<file path="src/rtl/ps2_host_cmd_if.sv">
// Bundles the UART receive/transmit and PS/2 write-side signals of ps2_host_cmd.
// The master modport is the command block's view; slave is the surrounding system's view.
interface ps2_host_cmd_if;
    logic       rx_empty;
    logic [7:0] r_data;
    logic       rd_uart;
    logic       wr_ps2;
    logic [7:0] ps2_din;
    logic       tx_done_tick;
    logic       busy;
    logic       err_tick;
    logic [7:0] cmd_cnt;
    logic       tx_full;
    logic       wr_uart;
    logic [7:0] w_data;

    modport master (
        input  rx_empty, r_data, tx_done_tick, tx_full,
        output rd_uart, wr_ps2, ps2_din, busy, err_tick, cmd_cnt, wr_uart, w_data
    );

    modport slave (
        output rx_empty, r_data, tx_done_tick, tx_full,
        input  rd_uart, wr_ps2, ps2_din, busy, err_tick, cmd_cnt, wr_uart, w_data
    );
endinterface

</file>
<file path="src/rtl/ps2_host_cmd.sv">
// Assembles ASCII hex pairs from the UART RX FIFO into PS/2 command bytes and tracks completion.
// Define PS2_HOST_CMD_ECHO_EN to echo 'K'/'?' results back through the UART transmitter.
module ps2_host_cmd #(
    parameter int TIMEOUT_CYCLES = 2_500_000,
    parameter int TW             = 22
) (
    input  logic           clk,
    input  logic           reset,
    ps2_host_cmd_if.master bus
);

    typedef enum logic [2:0] {
        ST_HI,
        ST_LO,
        ST_SEND,
`ifdef PS2_HOST_CMD_ECHO_EN
        ST_WAIT,
        ST_RPT
`else
        ST_WAIT
`endif
    } state_t;

    // Every finished command (good or bad) funnels through the result report when echo exists.
`ifdef PS2_HOST_CMD_ECHO_EN
    localparam state_t RESULT_ST = ST_RPT;
`else
    localparam state_t RESULT_ST = ST_HI;
`endif

    localparam logic [TW-1:0] TERM_CNT = TW'(TIMEOUT_CYCLES - 1);

    state_t        state;
    logic [TW-1:0] tmo_cnt;
    logic [7:0]    din_q;
    logic [7:0]    cmd_cnt_q;
    logic          wr_ps2_q;
    logic          busy_q;
    logic          err_q;

    logic          pop;
    logic          hex_valid;
    logic [3:0]    hex_nib;
    logic          is_ws;
    logic          succ_evt;
    logic          tmo_evt;
    logic          char_err;
    logic          err_evt;

    assign pop          = ((state == ST_HI) || (state == ST_LO)) && !bus.rx_empty;
    assign bus.rd_uart  = pop;
    assign bus.wr_ps2   = wr_ps2_q;
    assign bus.ps2_din  = din_q;
    assign bus.busy     = busy_q;
    assign bus.err_tick = err_q;
    assign bus.cmd_cnt  = cmd_cnt_q;

    // Letters share low nibbles 1..6 in both cases, so +9 maps them onto 10..15.
    always_comb begin
        hex_valid = 1'b0;
        hex_nib   = 4'h0;
        is_ws     = 1'b0;
        if (bus.r_data >= 8'h30 && bus.r_data <= 8'h39) begin
            hex_valid = 1'b1;
            hex_nib   = bus.r_data[3:0];
        end else if ((bus.r_data >= 8'h41 && bus.r_data <= 8'h46) ||
                     (bus.r_data >= 8'h61 && bus.r_data <= 8'h66)) begin
            hex_valid = 1'b1;
            hex_nib   = bus.r_data[3:0] + 4'd9;
        end else if (bus.r_data == 8'h20 || bus.r_data == 8'h0D || bus.r_data == 8'h0A) begin
            is_ws = 1'b1;
        end
    end

    always_comb begin
        succ_evt = (state == ST_WAIT) && bus.tx_done_tick;
        tmo_evt  = (state == ST_WAIT) && !bus.tx_done_tick && (tmo_cnt == TERM_CNT);
        char_err = pop && !hex_valid && ((state == ST_LO) || !is_ws);
        err_evt  = char_err || tmo_evt;
    end

    always_ff @(posedge clk or posedge reset) begin
        if (reset) begin
            state     <= ST_HI;
            tmo_cnt   <= '0;
            din_q     <= 8'h00;
            cmd_cnt_q <= 8'h00;
            wr_ps2_q  <= 1'b0;
            busy_q    <= 1'b0;
            err_q     <= 1'b0;
        end else begin
            wr_ps2_q <= 1'b0;
            err_q    <= err_evt;
            case (state)
                ST_HI: begin
                    if (pop) begin
                        if (hex_valid) begin
                            din_q[7:4] <= hex_nib;
                            state      <= ST_LO;
                        end else if (!is_ws) begin
                            state <= RESULT_ST;
                        end
                    end
                end
                ST_LO: begin
                    if (pop) begin
                        if (hex_valid) begin
                            din_q[3:0] <= hex_nib;
                            wr_ps2_q   <= 1'b1;
                            busy_q     <= 1'b1;
                            state      <= ST_SEND;
                        end else begin
                            state <= RESULT_ST;
                        end
                    end
                end
                ST_SEND: begin
                    tmo_cnt <= '0;
                    state   <= ST_WAIT;
                end
                // Completion beats a simultaneous terminal count.
                ST_WAIT: begin
                    if (bus.tx_done_tick) begin
                        cmd_cnt_q <= cmd_cnt_q + 8'd1;
                        busy_q    <= 1'b0;
                        state     <= RESULT_ST;
                    end else if (tmo_cnt == TERM_CNT) begin
                        busy_q <= 1'b0;
                        state  <= RESULT_ST;
                    end else begin
                        tmo_cnt <= tmo_cnt + TW'(1);
                    end
                end
`ifdef PS2_HOST_CMD_ECHO_EN
                ST_RPT: begin
                    if (!bus.tx_full) begin
                        state <= ST_HI;
                    end
                end
`endif
                default: begin
                    busy_q <= 1'b0;
                    state  <= ST_HI;
                end
            endcase
        end
    end

`ifdef PS2_HOST_CMD_ECHO_EN
    logic       ok_q;
    logic       wr_uart_q;
    logic [7:0] w_data_q;

    assign bus.wr_uart = wr_uart_q;
    assign bus.w_data  = w_data_q;

    // The result flag is latched on the event that sends the FSM to RPT and read on leaving it.
    always_ff @(posedge clk or posedge reset) begin
        if (reset) begin
            ok_q      <= 1'b0;
            wr_uart_q <= 1'b0;
            w_data_q  <= 8'h00;
        end else begin
            wr_uart_q <= 1'b0;
            if (succ_evt) begin
                ok_q <= 1'b1;
            end else if (err_evt) begin
                ok_q <= 1'b0;
            end
            if (state == ST_RPT && !bus.tx_full) begin
                wr_uart_q <= 1'b1;
                w_data_q  <= ok_q ? 8'h4B : 8'h3F;
            end
        end
    end
`else
    logic unused_tx_full;
    logic unused_succ_evt;

    assign unused_tx_full  = bus.tx_full;
    assign unused_succ_evt = succ_evt;
    assign bus.wr_uart     = 1'b0;
    assign bus.w_data      = 8'h00;
`endif

endmodule
</file>
<file path="src/flat_wrapper.sv">
// flat-port wrapper written by rule: the top's interface ports become plain ports
module ps2_host_cmd_flat 
#(
    parameter int TIMEOUT_CYCLES = 2_500_000,
    parameter int TW             = 22
)
  (clk, reset, bus_rx_empty, bus_r_data, bus_tx_done_tick, bus_tx_full, bus_rd_uart, bus_wr_ps2, bus_ps2_din, bus_busy, bus_err_tick, bus_cmd_cnt, bus_wr_uart, bus_w_data);
  ps2_host_cmd_if bus_i ();
  input  logic clk;
  input  logic reset;
  input wire logic [$bits(bus_i.rx_empty)-1:0] bus_rx_empty;
  input wire logic [$bits(bus_i.r_data)-1:0] bus_r_data;
  input wire logic [$bits(bus_i.tx_done_tick)-1:0] bus_tx_done_tick;
  input wire logic [$bits(bus_i.tx_full)-1:0] bus_tx_full;
  output wire logic [$bits(bus_i.rd_uart)-1:0] bus_rd_uart;
  output wire logic [$bits(bus_i.wr_ps2)-1:0] bus_wr_ps2;
  output wire logic [$bits(bus_i.ps2_din)-1:0] bus_ps2_din;
  output wire logic [$bits(bus_i.busy)-1:0] bus_busy;
  output wire logic [$bits(bus_i.err_tick)-1:0] bus_err_tick;
  output wire logic [$bits(bus_i.cmd_cnt)-1:0] bus_cmd_cnt;
  output wire logic [$bits(bus_i.wr_uart)-1:0] bus_wr_uart;
  output wire logic [$bits(bus_i.w_data)-1:0] bus_w_data;
  assign bus_i.rx_empty = bus_rx_empty;
  assign bus_i.r_data = bus_r_data;
  assign bus_i.tx_done_tick = bus_tx_done_tick;
  assign bus_i.tx_full = bus_tx_full;
  assign bus_rd_uart = bus_i.rd_uart;
  assign bus_wr_ps2 = bus_i.wr_ps2;
  assign bus_ps2_din = bus_i.ps2_din;
  assign bus_busy = bus_i.busy;
  assign bus_err_tick = bus_i.err_tick;
  assign bus_cmd_cnt = bus_i.cmd_cnt;
  assign bus_wr_uart = bus_i.wr_uart;
  assign bus_w_data = bus_i.w_data;
  ps2_host_cmd #(.TIMEOUT_CYCLES(TIMEOUT_CYCLES), .TW(TW)) u_core (.clk(clk), .reset(reset), .bus(bus_i));
endmodule
</file>
<file path="config.mk">
export PLATFORM = sky130hd
export DESIGN_NAME = ps2_host_cmd_flat
export DESIGN_NICKNAME = d
export VERILOG_FILES = /design/src/rtl/ps2_host_cmd_if.sv /design/src/rtl/ps2_host_cmd.sv /design/src/flat_wrapper.sv
export SDC_FILE = /design/constraint.sdc
export NUM_CORES = 1
export LEC_CHECK = 0
export ABC_AREA = 0
export ABC_CLOCK_PERIOD_IN_PS = 2300
export BUFFER_PORTS_ARGS = -buffer_cell sky130_fd_sc_hd__buf_2
export CAP_MARGIN = 10
export CORE_MARGIN = 2
export CORE_UTILIZATION = 45
export DETAILED_ROUTE_END_ITERATION = 10
export PLACE_DENSITY = 0.66
export SLEW_MARGIN = 20
export SYNTH_ARGS = -nofsm -noshare
export SYNTH_HDL_FRONTEND = slang
export SYNTH_SLANG_ARGS = --single-unit
</file>
<file path="constraint.sdc">
create_clock -name clk -period 2.3 [get_ports clk]
set_input_delay 0.345 -clock clk [delete_from_list [all_inputs] [get_ports clk]]
set_output_delay 0.345 -clock clk [all_outputs]
set_load 0.05 [all_outputs]
</file>
Word level (Yosys, flattened, before mapping)
Index checks and enable logic that the tools add are counted.
{"block": "word_totals", "regBits": 44, "latch_bits": 0, "mem_bits_rw": 0, "mem_bits_ro": 0, "out_inout_bits": 29, "elab_cells": 85, "mem_count": 0}
{"block": "op_classes", "addsub": 3, "mul": 0, "div_mod_pow": 0, "n_lt_le_gt_ge": 6, "n_eq_ne": 14, "shift": 0, "n_mux": 26, "n_bitwise": 1, "reduce_logical": 27}
{"cell": "22-bit 2-to-1 mux", "n": 2}
{"cell": "22-bit one-hot mux with 2 select lines", "n": 1}
{"cell": "22-bit by 1-bit adder with 22-bit output (second input constant)", "n": 1}
{"cell": "22-bit equality test (second input constant)", "n": 1}
{"cell": "3-bit 2-to-1 mux", "n": 6}
{"cell": "8-bit by 4-bit equality test with 1-bit output (second input constant)", "n": 2}
{"cell": "8-bit by 7-bit greater-or-equal comparator with 1-bit output (second input constant)", "n": 2}
{"cell": "8-bit by 7-bit <= comparator with 1-bit output (second input constant)", "n": 2}
{"cell": "1-bit 2-to-1 mux", "n": 12}
{"cell": "3-bit one-hot mux with 4 select lines", "n": 1}
{"cell": "3-bit AND reduction", "n": 3}
{"cell": "8-bit by 1-bit adder with 8-bit output (second input constant)", "n": 1}
{"cell": "8-bit by 6-bit equality test with 1-bit output (second input constant)", "n": 1}
{"cell": "8-bit by 6-bit greater-or-equal comparator with 1-bit output (second input constant)", "n": 1}
{"cell": "8-bit by 6-bit <= comparator with 1-bit output (second input constant)", "n": 1}
{"cell": "1-bit logical AND", "n": 8}
{"cell": "4-bit 2-to-1 mux", "n": 2}
{"cell": "4-bit AND reduction", "n": 2}
{"cell": "3-bit by 2-bit equality test with 1-bit output (second input constant)", "n": 2}
{"cell": "1-bit logical OR", "n": 6}
{"cell": "2-bit by 1-bit inequality test with 1-bit output (second input constant)", "n": 3}
{"cell": "4-bit adder (second input constant)", "n": 1}
{"cell": "1-bit logical NOT", "n": 4}
{"cell": "2-bit inequality test (second input constant)", "n": 2}
{"cell": "other kinds (10)", "n": 10}

Logic depth before layout (Yosys ltp)
Gate-level depths: netlist (run 1).
{"block": "logic_depth", "ltp_word": 10, "mapped_depth": 9}

Least setup slack after synthesis (run 1)
OpenSTA, ideal clock, no wires.
{"block": "synth_path", "path_type": "reg2reg", "from": "register u_core.state[1]", "to": "register u_core.din_q[1], in the netlist u_core.bus.ps2_din[1]", "t_arrival_ns": 2.054, "setup_slack_ns": 0.125, "stages_incl_launch_ff": 6, "period_less_slack_ns": 2.175, "cell_sequence": "dfrtp_1 clkbuf_1 nor2_1 nand2_1 or2_4 a32o_1"}
{"block": "synth_between", "elab_chain_cells": 4, "word_cells_on_any_way": 5, "cone_classes": "eq/ne: 1; reduce/logical: 4"}
{"element": "start, declared", "line": "ps2_host_cmd.sv:33", "rtl": "state_t state;"}
{"element": "start signal, assigned", "line": "ps2_host_cmd.sv:84", "rtl": "state <= ST_HI;"}
{"element": "start signal, assigned", "line": "ps2_host_cmd.sv:99", "rtl": "state <= ST_LO;"}
{"element": "start signal, assigned", "line": "ps2_host_cmd.sv:101", "rtl": "state <= RESULT_ST;"}
{"element": "3-bit by 1-bit equality test with 1-bit output or 3-bit logical NOT (tied branches)", "line": "ps2_host_cmd.sv:50", "rtl": "assign pop = ((state == ST_HI) || (state == ST_LO)) && !bus.rx_empty;"}
{"element": "1-bit logical OR (*)", "line": "ps2_host_cmd.sv:50"}
{"element": "1-bit logical AND (*)", "line": "ps2_host_cmd.sv:50"}
{"element": "net bus_rd_uart", "line": "flat_wrapper.sv:15", "rtl": "output wire logic [$bits(bus_i.rd_uart)-1:0] bus_rd_uart;"}
{"element": "3-bit AND reduction (no source line) (*)"}
{"element": "end signal, assigned", "line": "ps2_host_cmd.sv:108", "rtl": "din_q[3:0] <= hex_nib;"}
{"element": "end, declared", "line": "ps2_host_cmd.sv:35", "rtl": "logic [7:0] din_q;"}
Mark *: on every way through the listed nets, which the timed path passes. The rest lies on a longest branch.
A chain may end at the register's enable or synchronous reset.

Final worst setup path (run 1)
{"block": "layout_path", "from": "register u_core.tmo_cnt[0]", "to": "register u_core.tmo_cnt[3]"}
{"block": "layout_between", "elab_chain_cells": 4, "word_cells_on_any_way": 7, "cone_classes": "add/sub: 1; eq/ne: 2; mux: 3; reduce/logical: 1"}
{"element": "start, declared", "line": "ps2_host_cmd.sv:34", "rtl": "logic [TW-1:0] tmo_cnt;"}
{"element": "start signal, assigned", "line": "ps2_host_cmd.sv:131", "rtl": "tmo_cnt <= tmo_cnt + TW'(1);"}
{"element": "22-bit by 1-bit adder with 22-bit output", "line": "ps2_host_cmd.sv:131"}
{"element": "22-bit 2-to-1 mux", "line": "ps2_host_cmd.sv:127", "rtl": "end else if (tmo_cnt == TERM_CNT) begin"}
{"element": "22-bit 2-to-1 mux", "line": "ps2_host_cmd.sv:123", "rtl": "if (bus.tx_done_tick) begin"}
{"element": "22-bit one-hot mux with 2 select lines", "line": "ps2_host_cmd.sv:94", "rtl": "case (state)"}
Parallel ways exist; a longest one is shown, timed or not. The select of a mux whose other input is x is not followed.

==> results by group, run 1 <==
Status
  • Outcome: finished clean

Clocking
  • Sink Count: between 40 and 50
  • CTS tree: built
  • Clock latency at the later pin of the worst-skew pair: ~0.29 ns
  • CTS Hold Bufs: 0
  • Htree depth: 2
  • Clk root buf: clkbuf_8
  • Total CTS buffers: 5
  • Clock Tree Buf Depth: 2
  • Post-CTS Resized: 0
  • Worst-path clk slew: 0.09 ns
  • Post-CTS Setup Bufs: 0

Layout
  • Final cell count without fillers: around 360
  • Layout cells sized above 1: between 20% and 30%
  • Design area: about 2800 sq um
  • Most frequent cells in the layout: dfrtp_1, buf_2, nor2_1, nand2_1, nand3_1
  • Fin util: a little over half
  • Synthesis-to-finish area growth: 16.1%
  • Nets@finish: 305
  • Number of diodes: 0
  • Most common cell after layout, fill and taps aside: dfrtp_1

Global routing
  • Largest net degree at the start of global routing: between 40 and 50
  • GR Util All Layers: 17.8%
  • First-pass GRT wire length: 8520 um
  • Vias in the first global route: 1,800
  • Initial antenna violation count: 0
  • GRT overflow: 0

Setup path
  • Worst Path Max Fanout: 12
  • Crit. Startpoint: u_core.tmo_cnt[0]$_DFFE_PP0P_
  • Endpoint class of the critical path: flop
  • Critical path class: reg2reg
  • Reg-to-reg endpoint: u_core.tmo_cnt[3]$_DFFE_PP0P_
  • R2R cell count: 7
  • CP Data Arrival Time: 2.17 ns
  • Crit start category: flop
  • Setup slack, reg-to-reg: 0.37 ns
  • CP required: 2.54 ns
  • Worst R2R Start: u_core.tmo_cnt[0]$_DFFE_PP0P_

Die
  • Die Width: 76.8 um
  • Die ar.: 5900 sq um
  • Die H: between 70 and 80 um
  • Initial Utilization: between 40% and 50%
  • Rows: 26
  • Core ar.: around 5100 sq um
  • IO Pins: 42

Placed design
  • PortBufs: 31
  • Dpl hpwl: around 3500 um
  • Placed Instance Area: ~2600 sq um
  • Routability cong.: around 0.8
  • Pre-CTS setup slack: 0.0942 ns
  • Placed cell count: 349

Logic synthesis
  • Main synth FF type: dfrtp_1
  • Cell variety after synth: 50
  • YS warnings: 0
  • Sequential fraction of the synthesis area: between 40% and 50%
  • Syn Area/Cell: ~9.6 sq um
  • Cells after synthesis: between 200 and 250
  • Cell Area, Synth: around 2400 sq um
  • Number of flops mapped to enable cells by yosys: 0
  • Synthesized flop and latch total: between 40 and 50
  • Async S/R FF share, synth: 100%

Hold path
  • Hold Crit Class: in2async

Routing
  • Detail Route Antenna Nets: 0
  • Metal3 WL: between 100 and 150 um
  • Top routing layer used: met4
  • # DRC: 0
  • Vias/cell: about 5.4
  • DRT Wirelength: between 4000 and 5000 um
  • Iter 0 DRT Violations: 73
  • Total iterations of the first detailed-routing run: 4
  • Metal2 WL: about 2200 um
  • Wirelength per Cell: about 14 um
  • Via count: 1,915
  • Metal-1 WL: roughly 2500 um

Pwr
  • Power per cell area: roughly 1000 nW/um^2
  • P_leak: ~1.3 nW
  • Power Total: about 2.7 mW
  • Max VDD drop: 517 uV

Timing
  • WHS: ~0.18 ns
  • Final Worst Setup Slack: about 0.37 ns
  • Period utilization: around 84%
  • Setup TNS Final: 0 ns
  • Final Setup Violations: 0
  • Final Skew: 0.00545 ns
  • Fin. Hold Viols: 0
  • Post-route minimum period: 1.93 ns
  • Worst-margin pin slew: roughly 0.6 ns
  • FMAX: approximately 520 MHz
  • Slew Limit Fails: 0
  • RSZ-0062 raised after global routing: no
  • Slew margin rel.: 60.0%

Flow run
  • Max_cap viols: 0
## how the worst max path moves through the flow
stage | endpoint | slack [ns]
floorplan | u_core.bus.ps2_din[1]$_DFFE_PP0P_ | 0.12
global placement | u_core.bus.ps2_din[1]$_DFFE_PP0P_ | 0.12
detailed placement | u_core.bus.ps2_din[1]$_DFFE_PP0P_ | 0.09
CTS | u_core.tmo_cnt[3]$_DFFE_PP0P_ | 0.36
global route | u_core.tmo_cnt[15]$_DFFE_PP0P_ | 0.19
finish | u_core.tmo_cnt[3]$_DFFE_PP0P_ | 0.37
## power by group
group	internal, mW	switching, mW	total (mW)
Combinational	0.274	0.696	0.971
Clock	0.433	0.266	0.699
Sequential	0.894	0.160	1.05
## worst max-delay path, cell delays in order, from the launching register on
cell,delay (ns)
dfrtp_1,0.44
ha_1,0.27
and4_1,0.23
nand3_1,0.11
o21ai_1,0.09
buf_4,0.19
or4_1,0.47
nand2_1,0.07
## layer usage
layer,GRT usage (%),vias up
met5,0,-
met4,4.91,0
met3,3.53,5
met2,27.5,33
met1,25.3,923
li1,-,954
## sequential cells by signal (all words and copies together) (netlist names)
signal and flops:
u_core.tmo_cnt 22, u_core.bus.cmd_cnt 8, u_core.bus.ps2_din 8, u_core.state 2
u_core.bus.busy 1, u_core.bus.err_tick 1, u_core.bus.wr_ps2 1
## Yosys cell counts, types with 2 or more instances
cell type	instances	area (sq um)
dfrtp_1	43	1080
nand2_1	19	71.3
nor2_1	19	71.3
nand3_1	18	90.1
xor2_1	12	105
o21ai_0	10	50.1
buf_4	9	67.6
clkbuf_1	9	33.8
nand4_1	9	56.3
o211ai_1	9	67.6
xnor2_1	8	70.1
inv_1	7	26.3
a21oi_1	6	30.0
ha_1	6	75.1
or3_1	6	37.5
and3_1	4	25.0
and4_1	4	35.0
nor4_1	4	25.0
o22a_1	4	35.0
nand2b_1	3	18.8
nor3_1	3	15.0
or4_1	3	22.5
a22o_1	2	17.5
and2_1	2	12.5
nor4b_1	2	17.5
o2111ai_1	2	17.5
or2_2	2	12.5
## cells by family after synthesis
kind of cell    Yosys count  synth area share [%]
buf+inv                  26                  5.51
flops                    43                  45.1
compound gates           46                  14.2
other cells               1                 0.157
simple gates            105                  24.0
mux                       1                 0.472
fa+ha+maj                 6                  3.15
xor+xnor                 20                  7.35
## cell type report
type,instances,area (sq um)
clock inverters,3,67.6
multi-input cells,187,1210
inverters,8,30.0
fillers,472,2340
flip-flops and latches,43,1080
clock buffers,5,68.8
repair buffers,41,230
well taps,70,87.6
(Power assumes the default switching activity.)
==> run 2, diff against run 1 <==
--- a/config.mk
+++ b/config.mk
@@ -5,8 +5,8 @@
 export SDC_FILE = /design/constraint.sdc
 export NUM_CORES = 1
 export LEC_CHECK = 0
-export ABC_AREA = 0
-export ABC_CLOCK_PERIOD_IN_PS = 2300
+export ABC_AREA = 1
+export ABC_CLOCK_PERIOD_IN_PS = 1900
 export BUFFER_PORTS_ARGS = -buffer_cell sky130_fd_sc_hd__buf_2
 export CAP_MARGIN = 10
 export CORE_MARGIN = 2
==> constraint.sdc (replaced) <==
create_clock -name clk -period 1.9 [get_ports clk]
set_input_delay 0.285 -clock clk [delete_from_list [all_inputs] [get_ports clk]]
set_output_delay 0.285 -clock clk [all_outputs]
set_load 0.05 [all_outputs]
==> results by group, run 2 <==
Logic synthesis
  • Area contributors post-synth: dfrtp_1, nand2_1, nand3_1
  • Sequential fraction of the synthesis area: 39.3% (-5.9 points)
  • Post-synth top cells: nand2_1, nor2_1, inv_1
  • Syn Area/Cell: 7.16 sq um (-26%)
  • Main synth FF type: dfrtp_1
  • Number of flops mapped to enable cells by yosys: 0 (unchanged)
  • Area leader, netlist: dfrtp_1
  • Main combinational cell family by area after synthesis: simple AND/OR/NAND/NOR gates
  • YS warnings: 0 (unchanged)
  • Multiplexer share of the synthesized area: 0.411% (-0.062 points)
  • Cell Area, Synth: 2740 sq um (+15%)
  • Synth Area in Compound Gates: 7.03% (-7.1 points)
  • Top-count cell post-synth: nand2_1
  • Cell variety after synth: 32 (-36%)
  • Cells after synthesis: 383 (+54%)
  • Async S/R FF share, synth: 100% (unchanged)
  • Adder-Cell Fraction of Synth Area: 2.74% (-0.41 points)
  • Synth top area share: 39.3% (-5.9 points)
  • Xor/xnor cell area share of the yosys netlist: 4.15% (-3.2 points)
  • Simple-gate share of the synthesized area: 35.7% (+12 points)
  • Synthesized flop and latch total: 43 (unchanged)

Routing
  • Iter 0 DRT Violations: 86 (+18%)
  • # DRC: 0 (unchanged)
  • Vias/cell: 4.89 (-8.9%)
  • Wirelength per Cell: 12.4 um (-8.8%)
  • DRT Wirelength: 6170 um (+27%)
  • Total iterations of the first detailed-routing run: 4 (unchanged)
  • Via count: 2,430 (+27%)
  • Detail Route Antenna Nets: 0 (unchanged)

Placed design
  • Dpl hpwl: 4740 um (+36%)
  • Placed Instance Area: 2970 sq um (+13%)
  • Placed cell count: 489 (+40%)
  • Routability cong.: 0.896 (+12%)
  • PortBufs: 31 (unchanged)

Setup path
  • Crit start category: flop
  • WP depth: 10 (+3)
  • Reg-to-reg endpoint: u_core.tmo_cnt[11]$_DFFE_PP0P_
  • Setup slack, reg-to-reg: 0.13 ns (-0.23 ns)
  • Worst R2R Start: u_core.tmo_cnt[0]$_DFFE_PP0P_
  • Max incr delay on CP: 0.43 ns (-0.04 ns)
  • CP delay by family, top: simple AND/OR/NAND/NOR gates
  • Critical Path End: u_core.tmo_cnt[11]$_DFFE_PP0P_
  • Slowest-stage cell, CP: dfrtp_1
  • WP buf/inv: 2 (+1)
  • R2R cell count: 10 (+3)
  • Crit. Startpoint: u_core.tmo_cnt[0]$_DFFE_PP0P_
  • Critical path class: reg2reg
  • CP Data Arrival Time: 2.01 ns (-0.16 ns)
  • Top cell by count, worst path: nand2_1
  • Worst Path Max Fanout: 12 (unchanged)
  • CP cell instances: ha_1 > nand2_1 > inv_1 > nand2_1 > nor2_1 > nand3_1 > nand2_2 > inv_2 > nand2_1 > o21ai_2
  • Endpoint class of the critical path: flop
  • CP required: 2.15 ns (-0.39 ns)

Pwr
  • Clock power frac: 36.6% (+11 points)
  • Switching Fraction: 30.9% (-10 points)
  • Power Total: 2.08 mW (-24%)
  • P_leak: 1.55 nW (+21%)
  • Switch Pwr: 641 uW (-43%)
  • Comb power frac: 15.0% (-21 points)
  • Max VDD drop: 439 uV (-15%)
  • Pint: 1.44 mW (-10%)
  • Power per cell area: 673 nW/um^2 (-32%)
  • Register share of total power: 48.4% (+9.7 points)

Layout
  • Most common cell after layout, fill and taps aside: nand2_1
  • Nets@finish: 440 (+44%)
  • Final cell count without fillers: 497 (+39%)
  • Design area: 3090 sq um (+12%)
  • Number of diodes: 0 (unchanged)
  • Area of the multi-input gates: 1410 sq um (+17%)
  • Max FFs per register: 22 (unchanged)
  • FILL cells: 603 (+28%)
  • Largest Register: u_core.tmo_cnt
  • Most frequent cells in the layout: nand2_1, nor2_1, inv_1, dfrtp_1, nand3_1
  • Synthesis-to-finish area growth: 12.6%
  • Layout cells sized above 1: 15.2% (-5.4 points)
  • FF+latch area: 1080 sq um (unchanged)

Timing
  • Slew Limit Fails: 0 (unchanged)
  • Fin. Hold Viols: 0 (unchanged)
  • Final Skew: 0.00516 ns (-0.000294 ns)
  • RSZ-0062 raised after global routing: no
  • Slew margin rel.: 49.8% (-10 points)
  • FMAX: 566 MHz (+9.4%)
  • Worst-margin pin slew: 0.749 ns (+0.151 ns)
  • WHS: 0.00213 ns (-0.179 ns)
  • Period utilization: 93.0% (+8.9 points)
  • Final Setup Violations: 0 (unchanged)
  • Post-route minimum period: 1.77 ns (-0.167 ns)
  • Setup TNS Final: 0 ns (unchanged)

Die
  • Initial Utilization: 46.3% (-0.37 points)
  • Die Width: 82.1 um (+6.9%)
  • Core ar.: 5920 sq um (+16%)
  • IO Pins: 42 (unchanged)
  • Die ar.: 6730 sq um (+14%)
  • Rows: 28 (+7.7%)
  • Die H: 82.1 um (+6.9%)

Global routing
  • Largest net degree at the start of global routing: 26 (-41%)
  • Vias in the first global route: 2,296 (+28%)
  • GRT overflow: 0 (unchanged)
  • Initial antenna violation count: 0 (unchanged)
  • GR Util All Layers: 20.0% (+2.2 points)
  • First-pass GRT wire length: 10,300 um (+21%)

Clocking
  • CTS Hold Bufs: 0 (unchanged)
  • Worst-path clk slew: 0.09 ns (about the same)
  • Clock Tree Buf Depth: 2 (unchanged)
  • Total CTS buffers: 5 (unchanged)
  • CTS tree: built
  • Htree depth: 2 (unchanged)
  • Sink Count: 43 (unchanged)
  • Clk root buf: clkbuf_8
  • Clock latency at the later pin of the worst-skew pair: 0.31 ns (+0.02 ns)

Flow run
  • Max_cap viols: 0 (unchanged)

Hold path
  • Hold Crit Class: in2async

Status
  • Outcome: finished clean
run 2: changes by cell type after synthesis, sizes merged, moves of 5 or more:
cell | before | now
nand3 | 18 | 43
o211ai | 9 | 0
inv | 8 | 49
o22a | 5 | 0
xnor2 | 8 | 3
or3 | 6 | 0
clkbuf | 9 | 0
nand2 | 19 | 111
o21ai | 11 | 28
nor2 | 19 | 53
run 2: power groups by stage:
| stage | clock (mW) | sequential [mW] | combinational, mW |
|---|---|---|---|
| finish | 0.760 | 1.00 | 0.312 |
| global route | 0.806 | 1.01 | 0.347 |
| CTS | 0.773 | 1.00 | 0.316 |
| detailed placement | 0 | 1.02 | 0.316 |
| global placement | 0 | 1.02 | 0.308 |
| floorplan | 0 | 1.10 | 0.164 |
run 2: what timing repair did:
action                                  4_1_cts  5_1_grt
resized for setup                             0        1
buffers inserted                              0        0
endpoints found under the hold margin         0        0
endpoints found under the setup margin        0        1
run 2: worst register-to-register path: cells and delay by family, from the launching register on:
kind	cells	cell delay, ns
and+or+nand+nor	6	0.66
adders and majority gates	1	0.23
DFF	1	0.43
buffers and inverters	2	0.29
AOI/OAI and AO/OA	1	0.11
run 2: worst min path at each step:
stage / slack, ns / endpoint / cells after the start / startpoint
2_1_floorplan: 0.47 / u_core.bus.err_tick$_DFF_PP0_ / 3 / bus_rx_empty
3_3_place_gp: 0.35 / u_core.bus.cmd_cnt[1]$_DFFE_PP0P_ / 2 / reset
3_5_place_dp: 0.36 / u_core.bus.cmd_cnt[1]$_DFFE_PP0P_ / 2 / reset
4_1_cts: 0.02 / u_core.bus.cmd_cnt[1]$_DFFE_PP0P_ / 2 / reset
5_1_grt: 0.05 / u_core.bus.cmd_cnt[2]$_DFFE_PP0P_ / 2 / reset
6_report: 0.002 / u_core.bus.cmd_cnt[1]$_DFFE_PP0P_ / 2 / reset
run 2: layer usage:
metal,vias to the layer above,routed length (um),part of all wire (%),GRT usage [%]
li1,1264,-,-,-
met1,1112,2840,46,26.7
met2,49,2990,49,33.0
met3,5,295,4.8,5.27
met4,0,32,0.52,3.50
met5,-,0,0,0
run 2: per-stage QoR:
stage,utilization [%],setup WS [ns]
after global routing,52.1,0.00466
after detailed placement,50.1,0.137
after global placement,50.1,0.168
final,52.1,0.133
after floorplan,-,0.367
after CTS,52.1,0.113
run 2: logic make-up (layout without fill, tap and decap cells):
group,Yosys count,in the layout
AOI/OAI and AO/OA,35,35
xor gates and xnor gates,13,13
adders and majority gates,6,6
buffers and inverters,63,94
DFF,43,43
muxes,1,1
other,1,9
and+or+nand+nor,221,221
run 2: area by class of cell:
class / count / share of cell area [%]
flip-flops and latches: 43 / 34.9
well taps: 75 / 3.04
multi-input cells: 285 / 45.6
repair buffers: 35 / 6.41
clock inverters: 3 / 1.54
inverters: 51 / 6.33
clock buffers: 5 / 2.23
